### src/rtl/gf180mcu_osu_sc_12t_clkdiv_gate.sv
// gf180mcu_osu_sc_12t_clkdiv_gate: glitch-free programmable integer clock divider/gate with boundary-synchronised ratio loads
module gf180mcu_osu_sc_12t_clkdiv_gate #(
  parameter int WIDTH = 8
) (
  input  logic             CLK,
  input  logic             RST,
  input  logic             EN,
  input  logic             LD,
  input  logic [WIDTH-1:0] DIV,
  output logic             Y,
  output logic             BUSY,
  output logic             ACT
);
  typedef enum logic [1:0] {IDLE, HIGH, LOW} state_t;
  state_t r_state, w_state;
  logic [WIDTH-1:0] r_cnt, r_cur, r_pend, w_cnt, w_cur, w_pend, w_h, w_l, w_div;
  logic r_y, r_busy, r_act, w_busy, w_hi_end, w_lo_end, w_ld_run;
  assign w_h = (r_cur >> 1) + {{(WIDTH-1){1'b0}}, r_cur[0]};
  assign w_l = r_cur >> 1;
  assign w_div = DIV < WIDTH'(2) ? WIDTH'(2) : DIV;
  assign w_hi_end = r_state == HIGH && r_cnt == w_h - WIDTH'(1);
  assign w_lo_end = r_state == LOW && r_cnt == w_l - WIDTH'(1);
  assign w_ld_run = LD && r_state != IDLE;
  // a pending ratio lands at every period end, whether the divider wraps or stops
  always_comb begin
    w_state = r_state == IDLE ? (EN ? HIGH : IDLE) :
              w_hi_end ? LOW : w_lo_end ? (EN ? HIGH : IDLE) : r_state;
    w_cnt = (r_state == IDLE || w_hi_end || w_lo_end) ? '0 : r_cnt + WIDTH'(1);
    w_cur = (LD && r_state == IDLE) ? w_div : (w_lo_end && r_busy) ? r_pend : r_cur;
    w_pend = w_ld_run ? w_div : r_pend;
    w_busy = w_ld_run || (r_busy && !w_lo_end);
  end
  always_ff @(posedge CLK) begin
    if (RST) begin
      r_state <= IDLE;
      r_cnt <= '0;
      r_cur <= WIDTH'(2);
      r_pend <= WIDTH'(2);
      r_y <= 1'b0;
      r_busy <= 1'b0;
      r_act <= 1'b0;
    end else begin
      r_state <= w_state;
      r_cnt <= w_cnt;
      r_cur <= w_cur;
      r_pend <= w_pend;
      r_y <= w_state == HIGH;
      r_busy <= w_busy;
      r_act <= w_state != IDLE;
    end
  end
  assign Y = r_y;
  assign BUSY = r_busy;
  assign ACT = r_act;
endmodule
### config.mk
export PLATFORM = sky130hd
export DESIGN_NAME = gf180mcu_osu_sc_12t_clkdiv_gate
export DESIGN_NICKNAME = d
export VERILOG_FILES = /design/src/rtl/gf180mcu_osu_sc_12t_clkdiv_gate.sv
export SDC_FILE = /design/constraint.sdc
export NUM_CORES = 1
export LEC_CHECK = 0
export ABC_CLOCK_PERIOD_IN_PS = 2200
export BUFFER_PORTS_ARGS = -buffer_cell sky130_fd_sc_hd__buf_2
export CAP_MARGIN = 0
export CORE_UTILIZATION = 45
export CTS_CLUSTER_DIAMETER = 40
export CTS_CLUSTER_SIZE = 12
export DETAILED_ROUTE_END_ITERATION = 16
export PLACE_DENSITY = 0.7
export SYNTH_ARGS = -nofsm -noshare
export SYNTH_HDL_FRONTEND = slang
export SYNTH_SLANG_ARGS = --single-unit
### constraint.sdc
create_clock -name CLK -period 2.2 [get_ports CLK]
set_input_delay 0.11 -clock CLK [delete_from_list [all_inputs] [get_ports CLK]]
set_output_delay 0.11 -clock CLK [all_outputs]
set_load 0.01 [all_outputs]
* After elaboration in Yosys (flattened, before gate mapping)
Cells that the tools add are included.
** Cells by class
- Magnitude comparators :: 1
- Equality and inequality tests :: 5
- Multiplexer cells :: 7
- Reductions and logical operators :: 15
- $add $sub $neg :: 4
** Operators with widths (number)
- $mux W8 :: 3
- $eq A8 B8 Y1 :: 2
- $add A7 B1 Y8 :: 1
- $add A8 B1 Y8 const B :: 1
- $lt A8 B2 Y1 const B :: 1
- $sub A7 B1 Y8 const B :: 1
- $sub A8 B1 Y8 const B :: 1
- $logic_and A1 B1 Y1 :: 6
- $mux W2 :: 3
- $reduce_bool A2 Y1 :: 3
- $eq A2 B1 Y1 const B :: 2
- $logic_or A1 B1 Y1 :: 3
- $eq A2 B2 Y1 const B :: 1
- $logic_not A2 Y1 :: 1
- $reduce_or A2 Y1 :: 1
- $logic_not A1 Y1 :: 1
- $mux W1 :: 1
** Storage, ports and cells
- Bits in registers :: 29
- Input port bits :: 12

* Longest topological paths before layout
Gate-level depths: netlist of the first run.
- Depth after elaboration :: 7
- Mapped depth :: 8

* Worst setup path before layout of the first run
No wires, ideal clock.
- Kind :: register to register
- From :: register r_cur[1]
- To :: register r_cur[0]
- Stages on the path, launching flop included :: 9
- Setup slack :: -136 ps
- Data arrival time :: 2215 ps
- Data required time :: 2079 ps
- Library setup time :: 121 ps
- Path buffers :: 1
- Path through :: dfxtp_1 > inv_1 > ha_1 > o21ba_2 > a221oi_1 > o211ai_2 > o41a_1 > buf_6 > mux2_4
** On the way
- Word-level cells in the longest chain between the ends :: 5
** RTL lines
- start: declaration :: RTL line 16 : logic [WIDTH-1:0] r_cnt, r_cur, r_pend, w_cnt, w_cur, w_pend, w_h, w_l, w_div;
- start signal: assignment :: RTL line 45 : r_cur <= w_cur;
- $sub A7 B1 Y8 :: RTL line 22 : assign w_lo_end = r_state == LOW && r_cnt == w_l - WIDTH'(1);
- $eq A8 B8 Y1 :: RTL line 22
- $logic_and A1 B1 Y1 :: RTL line 22
- $logic_and A1 B1 Y1 :: RTL line 29 : w_cur = (LD && r_state == IDLE) ? w_div : (w_lo_end && r_busy) ? r_pend : r_cur;
- $reduce_bool A2 Y1 (no source line)
No other way between the ends.
A chain may end at the register's enable or synchronous reset.

* Worst setup path in the final report of the first run
- From :: register r_cur[2]
- To :: register r_cur[0]
Same word-level chain as after synthesis.

==> impl_metrics.json, run 1 <==
{
  "outcome": "finished, violations left",
  "violations": "setup timing",
  "design_area_um2": 2300,
  "grt_overflow_total": 0,
  "dr.pass1.iters": 6,
  "routed_wl_um": 4140,
  "drt-initial-drc-count": 74,
  "num_rows": 22,
  "syn_inst": 188,
  "min_to": "r_pend[0]",
  "p_per_area_nw_per_um2": 1190,
  "die_w_um": 64.3,
  "startpoint_type": "flop",
  "period_share_pct": 102,
  "hpwl_um": 2660,
  "setup_violations": 7,
  "synthArstFlopShare_pct": 0,
  "critPathCaptureType": "flop",
  "clk_transition_reported_paths_ns": 0.06,
  "syn_avg_cell_area_um2": 9.28,
  "drv_slew": 0,
  "start_util_pct": 47.3,
  "grt_first_pass_wirelength_um": 6890,
  "worstMarginPinSlew_ns": 0.487,
  "ys.flop_type": "dfxtp_1",
  "core_area_um2": 3690,
  "worstSetupPathType": "flop to flop",
  "synth_area_um2": 1750,
  "syn_nets": 204,
  "die_h_um": 64.3,
  "hold_class": "input port to flop",
  "layout_setup_ws_ns": -0.0365,
  "drive_gt1_share_pct": 39.9,
  "yosysUniqueCellTypes": 43,
  "reg2reg_setup_slack_ns": -0.04,
  "leakage_nw": 0.923,
  "drc": 0,
  "via_per_inst": 5.38,
  "yosys_register_bits": 29,
  "grt_busiest_layer": "met2",
  "fillers": 287,
  "wl_per_cell_um": 15.0,
  "cts.sinks": 29,
  "post-route-min-period_ns": 2.24,
  "seq_area_frac_synth_pct": 33.3,
  "rr_startpoint": "r_cur[2]",
  "reg2reg_depth": 8,
  "cts_max_level": 2,
  "min-delay-start": "DIV[0]",
  "numPortBuffers": 14,
  "finalHoldViolations": 0,
  "max-slew-margin-rel_pct": 67.5,
  "place_inst": 264,
  "numCtsBuffers": 5,
  "ios": 15,
  "max_freq_mhz": 447,
  "gp_congestion": 0.826,
  "final_util_pct": 62.3,
  "vias": 1486,
  "ant_nets": 0,
  "path_max_fanout": 4,
  "cts_tree": "yes",
  "ys_warn_count": 0,
  "r2r_end": "r_cur[0]",
  "antenna_found_initial": 0,
  "use_met1_pct": 28.5,
  "grt_setup_unrepaired": "yes",
  "hold_depth": 3,
  "syn_to_final_growth_pct": 31.8,
  "skew_ns": 0.00331,
  "cts_root_buffer": "clkbuf_8",
  "die-area_um2": 4130,
  "stdcell_count": 276,
  "antenna_cells": 0,
  "met2_usage_pct": 34.7,
  "grt_max_degree": 30,
  "fin_nets": 243,
  "synth_edf_count": 0,
  "ctsHoldBuffers": 0,
  "grtUsageMet3_pct": 5.00,
  "cp_data_arrival_time_ns": 2.41,
  "grt_usage_pct": 21.8,
  "worstPathRequired_ns": 2.37,
  "grt_pass1_vias": 1458,
  "clock_latency_ns": 0.28,
  "clock_path_buffers": 2,
  "maxCapViolCount": 0,
  "postPlaceCellArea_um2": 1980,
  "ir_worst_vdd_uv": 752
}
==> state kept, by name, summed over array words and instances, names as in the netlist <==
signal / flops
BUSY: 1
r_state: 2
Y: 1
r_cnt: 8
r_pend: 8
r_cur: 8
ACT: 1
==> worst max-delay path, cell delays in order, from the launching register on <==
cell and delay [ns]:
dfxtp_2 0.34, inv_2 0.05, ha_4 0.23, xnor2_2 0.14, nor4b_4 0.25, o211ai_2 0.16, o41a_1 0.49, buf_6 0.16
mux2_4 0.29
==> where the power goes <==
group | total, W | internal [W] | switching [W]
registers | 0.000731 | 0.000635 | 0.0000960
clock network | 0.000571 | 0.000369 | 0.000202
logic | 0.00142 | 0.000729 | 0.000695
total | 0.00273 | 0.00173 | 0.000992
==> synthesized netlist by cell type (all sizes together) (2+ instances only) <==
library cell / number / area (um2)
o21ai: 2 / 10.0
xor2: 7 / 61.3
nand3: 5 / 25.0
nor3b: 2 / 15.0
dfxtp: 29 / 581
ha: 4 / 50.1
a41oi: 2 / 25.0
xnor2: 13 / 114
mux2: 7 / 105
nor2b: 8 / 50.1
a221oi: 2 / 17.5
nor4: 2 / 12.5
o21ba: 2 / 20.0
a21oi: 5 / 25.0
o31ai: 2 / 15.0
or4: 2 / 15.0
inv: 6 / 22.5
nor2: 28 / 105
clkbuf: 4 / 15.0
nor4b: 2 / 23.8
buf: 5 / 42.5
and3: 3 / 18.8
a31oi: 4 / 25.0
nand2: 6 / 22.5
mux2i: 13 / 130
nor3: 11 / 55.1
o211ai: 2 / 20.0
==> cells in the final DEF (no fill, tap or decap), types with 2 or more instances in the layout <==
| cell | Yosys | layout |
|---|---|---|
| a31oi_1 | 4 | 4 |
| mux2i_1 | 13 | 13 |
| mux2_4 | 7 | 7 |
| and3_1 | 3 | 3 |
| nor2_1 | 28 | 27 |
| buf_6 | 3 | 4 |
| nand3_1 | 5 | 5 |
| inv_2 | 0 | 2 |
| a221oi_2 | 0 | 2 |
| nand2_1 | 6 | 6 |
| dfxtp_2 | 0 | 4 |
| nor3_2 | 0 | 7 |
| ha_4 | 0 | 3 |
| nor3b_1 | 2 | 2 |
| o21ba_2 | 2 | 2 |
| a41oi_2 | 1 | 2 |
| dfxtp_1 | 29 | 25 |
| clkbuf_8 | 0 | 6 |
| buf_4 | 0 | 23 |
| xor2_1 | 7 | 6 |
| nor2b_1 | 8 | 8 |
| inv_1 | 6 | 4 |
| xnor2_2 | 0 | 2 |
| xnor2_1 | 13 | 11 |
| buf_2 | 1 | 15 |
| nor3_1 | 11 | 4 |
| a21oi_1 | 5 | 5 |
==> repair_timing <==
item | 4_1_cts | 5_1_grt
resized for setup | 15 | 19
gates cloned | 1 | 0
setup buffers | 4 | 1
setup endpoints to repair | 17 | 19
pin swaps | 5 | 7
==> through the flow <==
step                      hold slack, ns  worst slack [ns]  setup TNS (ns)  power (W)
final                             0.0927           -0.0365          -0.213    0.00273
after global routing              0.0813            -0.120           -1.13    0.00288
after CTS                         0.0785           -0.0997          -0.644    0.00259
after detailed placement           0.370            -0.123          -0.974    0.00184
after global placement             0.371            -0.111          -0.773    0.00183
after floorplan                    0.257           0.00708               0    0.00153
==> cell families after synthesis <==
logic type,after synthesis,synth area share (%)
simple gates,73,21.4
flops,29,33.3
compound gates,26,12.5
xor+xnor,20,10.0
mux,20,13.5
buf+inv,16,6.45
fa+ha+maj,4,2.87
==> worst max-delay path by stage <==
stage | start | endpoint | slack [ns] | cells past startpoint
after global placement | r_cur[2] | r_cur[7] | -0.11 | 8
after floorplan | r_cur[1] | r_state[0] | 0.007 | 8
after detailed placement | r_cur[2] | r_cur[0] | -0.12 | 8
after global routing | r_cur[1] | r_cur[2] | -0.12 | 8
final | r_cur[2] | r_cur[0] | -0.04 | 8
after CTS | r_cur[2] | r_cur[0] | -0.1 | 8
==> layer usage <==
layer	vias to the layer above	part of all wire [%]
met5	-	0
met4	0	1.8
met3	7	3.2
met2	31	47
met1	704	48
li1	744	-
==> layout make-up <==
| type | instances | area, um2 | share of cell area (%) |
|---|---|---|---|
| Sequential cell | 29 | 586 | 25.5 |
| Clock buffer | 7 | 86.3 | 3.75 |
| Timing Repair Buffer | 42 | 293 | 12.7 |
| Clock inverter | 1 | 30.0 | 1.31 |
| Inverter | 6 | 22.5 | 0.979 |
| Tap cell | 48 | 60.1 | 2.61 |
| Multi-Input combinational cell | 143 | 1220 | 53.2 |
No activity file was read; power rests on OpenSTA's default activity.
==> inputs of run 2 (changes only) <==
--- a/config.mk
+++ b/config.mk
@@ -5,6 +5,7 @@
 export SDC_FILE = /design/constraint.sdc
 export NUM_CORES = 1
 export LEC_CHECK = 0
+export ABC_AREA = 1
 export ABC_CLOCK_PERIOD_IN_PS = 2200
 export BUFFER_PORTS_ARGS = -buffer_cell sky130_fd_sc_hd__buf_2
 export CAP_MARGIN = 0
@@ -12,7 +13,7 @@
 export CTS_CLUSTER_DIAMETER = 40
 export CTS_CLUSTER_SIZE = 12
 export DETAILED_ROUTE_END_ITERATION = 16
-export PLACE_DENSITY = 0.7
+export PLACE_DENSITY = 0.65
 export SYNTH_ARGS = -nofsm -noshare
 export SYNTH_HDL_FRONTEND = slang
 export SYNTH_SLANG_ARGS = --single-unit
==> run 2 against run 1 <==
Against the previous run: the run now ends clean; final cell count grew 26%; register-to-register slack gained 0.27 ns; sequential share of layout area grew 4.4 points; cell area fell by 16%; sequential power fell by 18%; critical path depth increased by 7; clock skew increased by 0.0018 ns; fmax up 14%; flip-flop and latch count unchanged; core utilization shrank 9.7 points.
==> impl_metrics.json, run 2 <==
{
  "fillers": 412,
  "outcome": "completed",
  "ant_nets": 0,
  "fin_tns_setup_ns": 0,
  "gp_congestion": 0.824,
  "fin_nets": 315,
  "ir_worst_vdd_uv": 461,
  "ys.flop_type": "dfxtp_1",
  "synth_area_leaders": "dfxtp_1, nand2_1, nor2_1",
  "p_sw_w": 0.000441,
  "grt_usage_pct": 20.1,
  "maxCapViolCount": 0,
  "antenna_cells": 0,
  "dr.pass1.iters": 5,
  "internal_power_w": 0.000894,
  "max_freq_mhz": 508,
  "die_h_um": 64.1,
  "design_area_um2": 1940,
  "syn_avg_cell_area_um2": 6.18,
  "antenna_found_initial": 0,
  "numCtsBuffers": 5,
  "final_cell_mix": "nand2_1, nor2_1, inv_1, dfxtp_1, nand3_1",
  "critPathCaptureType": "flop",
  "grt_setup_unrepaired": "no",
  "ios": 15,
  "yosys_register_bits": 29,
  "cts.sinks": 29,
  "cts_max_level": 2,
  "cp_data_arrival_time_ns": 2.14,
  "worstPathRequired_ns": 2.37,
  "synth.most_common_cell": "nand2_1",
  "num_rows": 22,
  "drc": 0,
  "grt_pass1_vias": 1438,
  "clock_latency_ns": 0.28,
  "layout_commonest_cell": "nand2_1",
  "cts_tree": "yes",
  "p_total_w": 0.00134,
  "postPlaceCellArea_um2": 1850,
  "yosys-top-cells-count": "nand2_1, nor2_1, inv_1",
  "grt_max_degree": 19,
  "period_share_pct": 89.4,
  "grt_first_pass_wirelength_um": 6270,
  "die-area_um2": 4110,
  "power_frac_comb_pct": 23.7,
  "p_per_area_nw_per_um2": 688,
  "seq_power_share_pct": 44.7,
  "top_regs": "r_cnt x8, r_cur x8, r_pend x8",
  "routed_wl_um": 3630,
  "synth_area_um2": 1740,
  "post-route-min-period_ns": 1.97,
  "p_clk_share_pct": 31.5,
  "worstMarginPinSlew_ns": 0.469,
  "switching_share_pct": 33.0,
  "grt_overflow_total": 0,
  "syn_inst": 281,
  "yosysUniqueCellTypes": 25,
  "synth.top_cell.area_share_pct": 33.4,
  "syn_to_final_growth_pct": 11.7,
  "skew_ns": 0.00510,
  "path_max_fanout": 6,
  "drt-initial-drc-count": 74,
  "drv_slew": 0,
  "clock_path_buffers": 2,
  "wl_per_cell_um": 10.4,
  "core_area_um2": 3690,
  "hold_class": "input port to flop",
  "start_util_pct": 47.1,
  "reg2reg_setup_slack_ns": 0.23,
  "syn_nets": 297,
  "cts_root_buffer": "clkbuf_8",
  "setup_violations": 0,
  "worstSetupPathType": "flop to flop",
  "finalHoldViolations": 0,
  "drive_gt1_share_pct": 13.3,
  "ys_warn_count": 0,
  "hpwl_um": 2880,
  "max-slew-margin-rel_pct": 68.7,
  "synth_top_area_cell": "dfxtp_1",
  "numPortBuffers": 14,
  "clk_transition_reported_paths_ns": 0.06,
  "seq_area_frac_synth_pct": 33.4,
  "leakage_nw": 0.986,
  "die_w_um": 64.1,
  "via_per_inst": 4.71,
  "synth_edf_count": 0,
  "vias": 1638,
  "startpoint_type": "flop",
  "synthArstFlopShare_pct": 0
}
-- run 2: cell types whose count changed in the layout (fill, tap and decap cells not counted), sizes merged, moves of 4 or more --
cell   previous run  this run
a31oi             4         0
buf              42        15
inv               6        39
mux2              7         0
mux2i            13         0
nand2             6        93
nand3             5        20
nor2             28        51
nor2b             8         0
nor3             11         1
o21ai             2        19
xnor2            13         3
-- run 2: critical path: stages (launching register included) --
cell and delay, ns:
dfxtp_1 0.34, inv_2 0.07, ha_2 0.20, ha_1 0.29, nand2_1 0.07, nand3_1 0.09, nor2_2 0.13, nand2_1 0.07
nor2_2 0.10, nand3_1 0.11, nand2_1 0.08, inv_1 0.06, nand2_1 0.06, nand2_1 0.05, nand2_1 0.09, nand2_1 0.06
-- run 2: kinds of logic (layout without fill, tap and decap cells) --
family                   count (synthesis)  after routing  synth area share [%]
XOR/XNOR                                 9              9                  4.54
buffers and inverters                   43             62                  9.86
AO/OA/AOI/OAI                           25             25                  7.34
flip-flops                              29             29                  33.4
AND/OR/NAND/NOR                        171            171                  42.0
adder cells (fa/ha/maj)                  4              4                  2.88
-- run 2: area by class of cell --
type                    instances  area (um2)  area share (%)
flip-flops and latches         29         581            29.9
clock buffers                   5        68.8            3.54
multi-input cells             209         991            51.0
well taps                      48        60.1            3.09
clock inverters                 3        17.5           0.902
inverters                      39         146            7.54
repair buffers                 15        77.6            3.99
-- run 2: path summary, 6_finish.rpt --
path / from / to / depth (start not counted)
max: r_cur[1] / ACT / 15
min reg2reg: r_pend[1] / r_pend[1] / 2
max reg2reg: r_cur[1] / ACT / 15
min: RST / BUSY / 2
-- run 2: power groups by stage --
stage                     Combinational, W  Clock [W]  Sequential [W]
after global routing              0.000366   0.000466        0.000602
after floorplan                   0.000243          0        0.000602
final                             0.000317   0.000421        0.000597
after detailed placement          0.000313          0        0.000608
after CTS                         0.000314   0.000437        0.000596
after global placement            0.000314          0        0.000608
-- run 2: repair_timing --
item,4_1_cts,5_1_grt
gates resized for setup,0,4
endpoints found under the setup margin,0,11
hold buffers,0,0
endpoints found under the hold margin,0,0
buffers inserted,0,0
-- run 2: per-stage QoR --
stage	worst slack, ns	util [%]	hold slack [ns]	std cells
2_1_floorplan	0.439	-	0.179	281
3_3_place_gp	0.172	50.2	0.299	340
3_5_place_dp	0.187	50.2	0.303	340
4_1_cts	0.169	52.5	0.00173	348
5_1_grt	0.0405	52.6	0.0112	348
6_report	0.233	52.6	0.0144	348
-- run 2: metal layers --
metal  part of all wire (%)  routed length [um]  GRT usage [%]  vias to the layer above
met5                      0                   0              0                        -
met4                    1.5                  53           7.50                        0
met3                    3.2                 117           5.36                        5
met2                     47                1690           33.5                       24
met1                     49                1770           24.5                      707
li1                       -                   -              -                      902
==> inputs of run 3 (changes only) <==
--- a/config.mk
+++ b/config.mk
@@ -14,6 +14,7 @@
 export CTS_CLUSTER_SIZE = 12
 export DETAILED_ROUTE_END_ITERATION = 16
 export PLACE_DENSITY = 0.65
+export RECOVER_POWER = 50
 export SYNTH_ARGS = -nofsm -noshare
 export SYNTH_HDL_FRONTEND = slang
 export SYNTH_SLANG_ARGS = --single-unit
==> run 3 against run 2 <==
Against the previous run: clock skew about the same; die area unchanged; total power down 0.35%; sequential share of layout area is 0.19 points higher; non-clock buffer count unchanged; combinational power down 1%; clock-buffer cell count unchanged; critical path depth unchanged; critical path type unchanged; routed wire length grew 0.41%; core utilization fell by 0.34 points; critical endpoint unchanged.
==> impl_metrics.json, run 3 (same netlist as run 2, synthesis figures left out) <==
{
  "outcome": "completed",
  "fin_nets": 315,
  "drv_slew": 0,
  "cts_root_buffer": "clkbuf_8",
  "endpoint": "ACT",
  "core_area_um2": 3690,
  "setup_violations": 0,
  "top_regs": "r_cnt x8, r_cur x8, r_pend x8",
  "fin_tns_setup_ns": 0,
  "skew_ns": 0.00506,
  "cts_max_level": 2,
  "max_freq_mhz": 511,
  "die_h_um": 64.1,
  "postPlaceCellArea_um2": 1850,
  "critPathLaunch": "r_cur[1]",
  "hpwl_um": 2880,
  "cts.sinks": 29,
  "path_max_fanout": 6,
  "clock_path_buffers": 2,
  "maxCapViolCount": 0,
  "max-slew-margin-rel_pct": 68.4,
  "via_per_inst": 4.70,
  "p_per_area_nw_per_um2": 690,
  "numCtsBuffers": 5,
  "num_rows": 22,
  "die_w_um": 64.1,
  "vias": 1636,
  "grt_overflow_total": 0,
  "die-area_um2": 4110,
  "reg2reg_setup_slack_ns": 0.24,
  "grt_setup_unrepaired": "no",
  "drive_gt1_share_pct": 11.0,
  "design_area_um2": 1930,
  "worstMarginPinSlew_ns": 0.473,
  "grt_pass1_vias": 1438,
  "leakage_nw": 0.971,
  "fillers": 416,
  "drc": 0,
  "multi_input_area_um2": 986,
  "grt_first_pass_wirelength_um": 6270,
  "grt_usage_pct": 20.1,
  "antenna_cells": 0,
  "layout_commonest_cell": "nand2_1",
  "ctsHoldBuffers": 0,
  "finalHoldViolations": 0,
  "hold_class": "input port to flop",
  "final_cell_mix": "nand2_1, nor2_1, inv_1, dfxtp_1, nand3_1",
  "cts_setup_buffers": 0,
  "dr.pass1.iters": 4,
  "clk_transition_reported_paths_ns": 0.06,
  "critPathCaptureType": "flop",
  "grt_max_degree": 19,
  "gp_congestion": 0.824,
  "routed_wl_um": 3650,
  "seqCellArea_um2": 581,
  "cp_data_arrival_time_ns": 2.13,
  "start_util_pct": 47.1,
  "ant_nets": 0,
  "startpoint_type": "flop",
  "r2r_end": "ACT",
  "post-route-min-period_ns": 1.96,
  "ir_worst_vdd_uv": 461,
  "syn_to_final_growth_pct": 11.0,
  "wl_per_cell_um": 10.5,
  "hold_ws_ns": 0.0141,
  "period_share_pct": 89.0,
  "antenna_found_initial": 0,
  "worstPathRequired_ns": 2.37,
  "ios": 15,
  "numPortBuffers": 14,
  "clock_latency_ns": 0.28,
  "worstSetupPathType": "flop to flop",
  "reg2reg_depth": 15,
  "drt-initial-drc-count": 84,
  "rr_startpoint": "r_cur[1]",
  "cts_tree": "yes"
}
run 3: changes by cell type in the layout (fill, tap and decap cells not counted), sizes merged:
cell and change:
clkbuf +4, buf -4
run 3: critical path, cell delays in order (launching register included):
cell,delay (ns)
dfxtp_1,0.34
inv_2,0.07
ha_2,0.20
ha_1,0.29
nand2_1,0.07
nand3_1,0.09
nor2_2,0.13
nand2_1,0.07
nor2_2,0.10
nand3_1,0.11
nand2_1,0.08
inv_1,0.06
nand2_1,0.06
nand2_1,0.05
nand2_1,0.09
nand2_1,0.06
run 3: worst min-delay path by stage:
stage,startpoint,endpoint,cells after the start
after floorplan,RST,BUSY,1
after global placement,RST,BUSY,2
after detailed placement,RST,BUSY,2
after CTS,RST,BUSY,2
after global routing,RST,BUSY,2
final,RST,BUSY,2
run 3: cell type report:
cell class	count	area share, %
Multi-Input combinational cell	209	51.1
Sequential cell	29	30.1
Inverter	39	7.59
Timing Repair Buffer	15	3.63
Clock buffer	5	3.57
Tap cell	48	3.11
Clock inverter	3	0.908
run 3: repair_timing:
| item | 4_1_cts | 5_1_grt |
|---|---|---|
| hold endpoints to repair | 0 | 0 |
| endpoints found under the setup margin | 0 | 11 |
| gates resized for setup | 0 | 4 |
run 3: per-layer routing:
metal  vias to the layer above  share of wire [%]  global-route usage, %
li1                        900                  -                      -
met1                       708                 49                   24.5
met2                        23                 46                   33.5
met3                         5                3.6                   5.36
met4                         0                1.5                   7.50
met5                         -                  0                      0
run 3: per-stage QoR:
step / instances / worst slack, ns / util, % / total power [W]
2_1_floorplan: 281 / 0.439 / - / 0.000845
4_1_cts: 348 / 0.169 / 52.5 / 0.00135
3_5_place_dp: 340 / 0.187 / 50.2 / 0.000920
5_1_grt: 348 / 0.0405 / 52.3 / 0.00143
6_report: 348 / 0.242 / 52.3 / 0.00133
3_3_place_gp: 340 / 0.172 / 50.2 / 0.000921
run 3: power by group:
part	leakage [nW]	switching, W	internal, W
sequential	0.237	0.0000336	0.000564
clock	0.0439	0.000203	0.000217
combinational	0.690	0.000204	0.000109
total	0.971	0.000440	0.000890
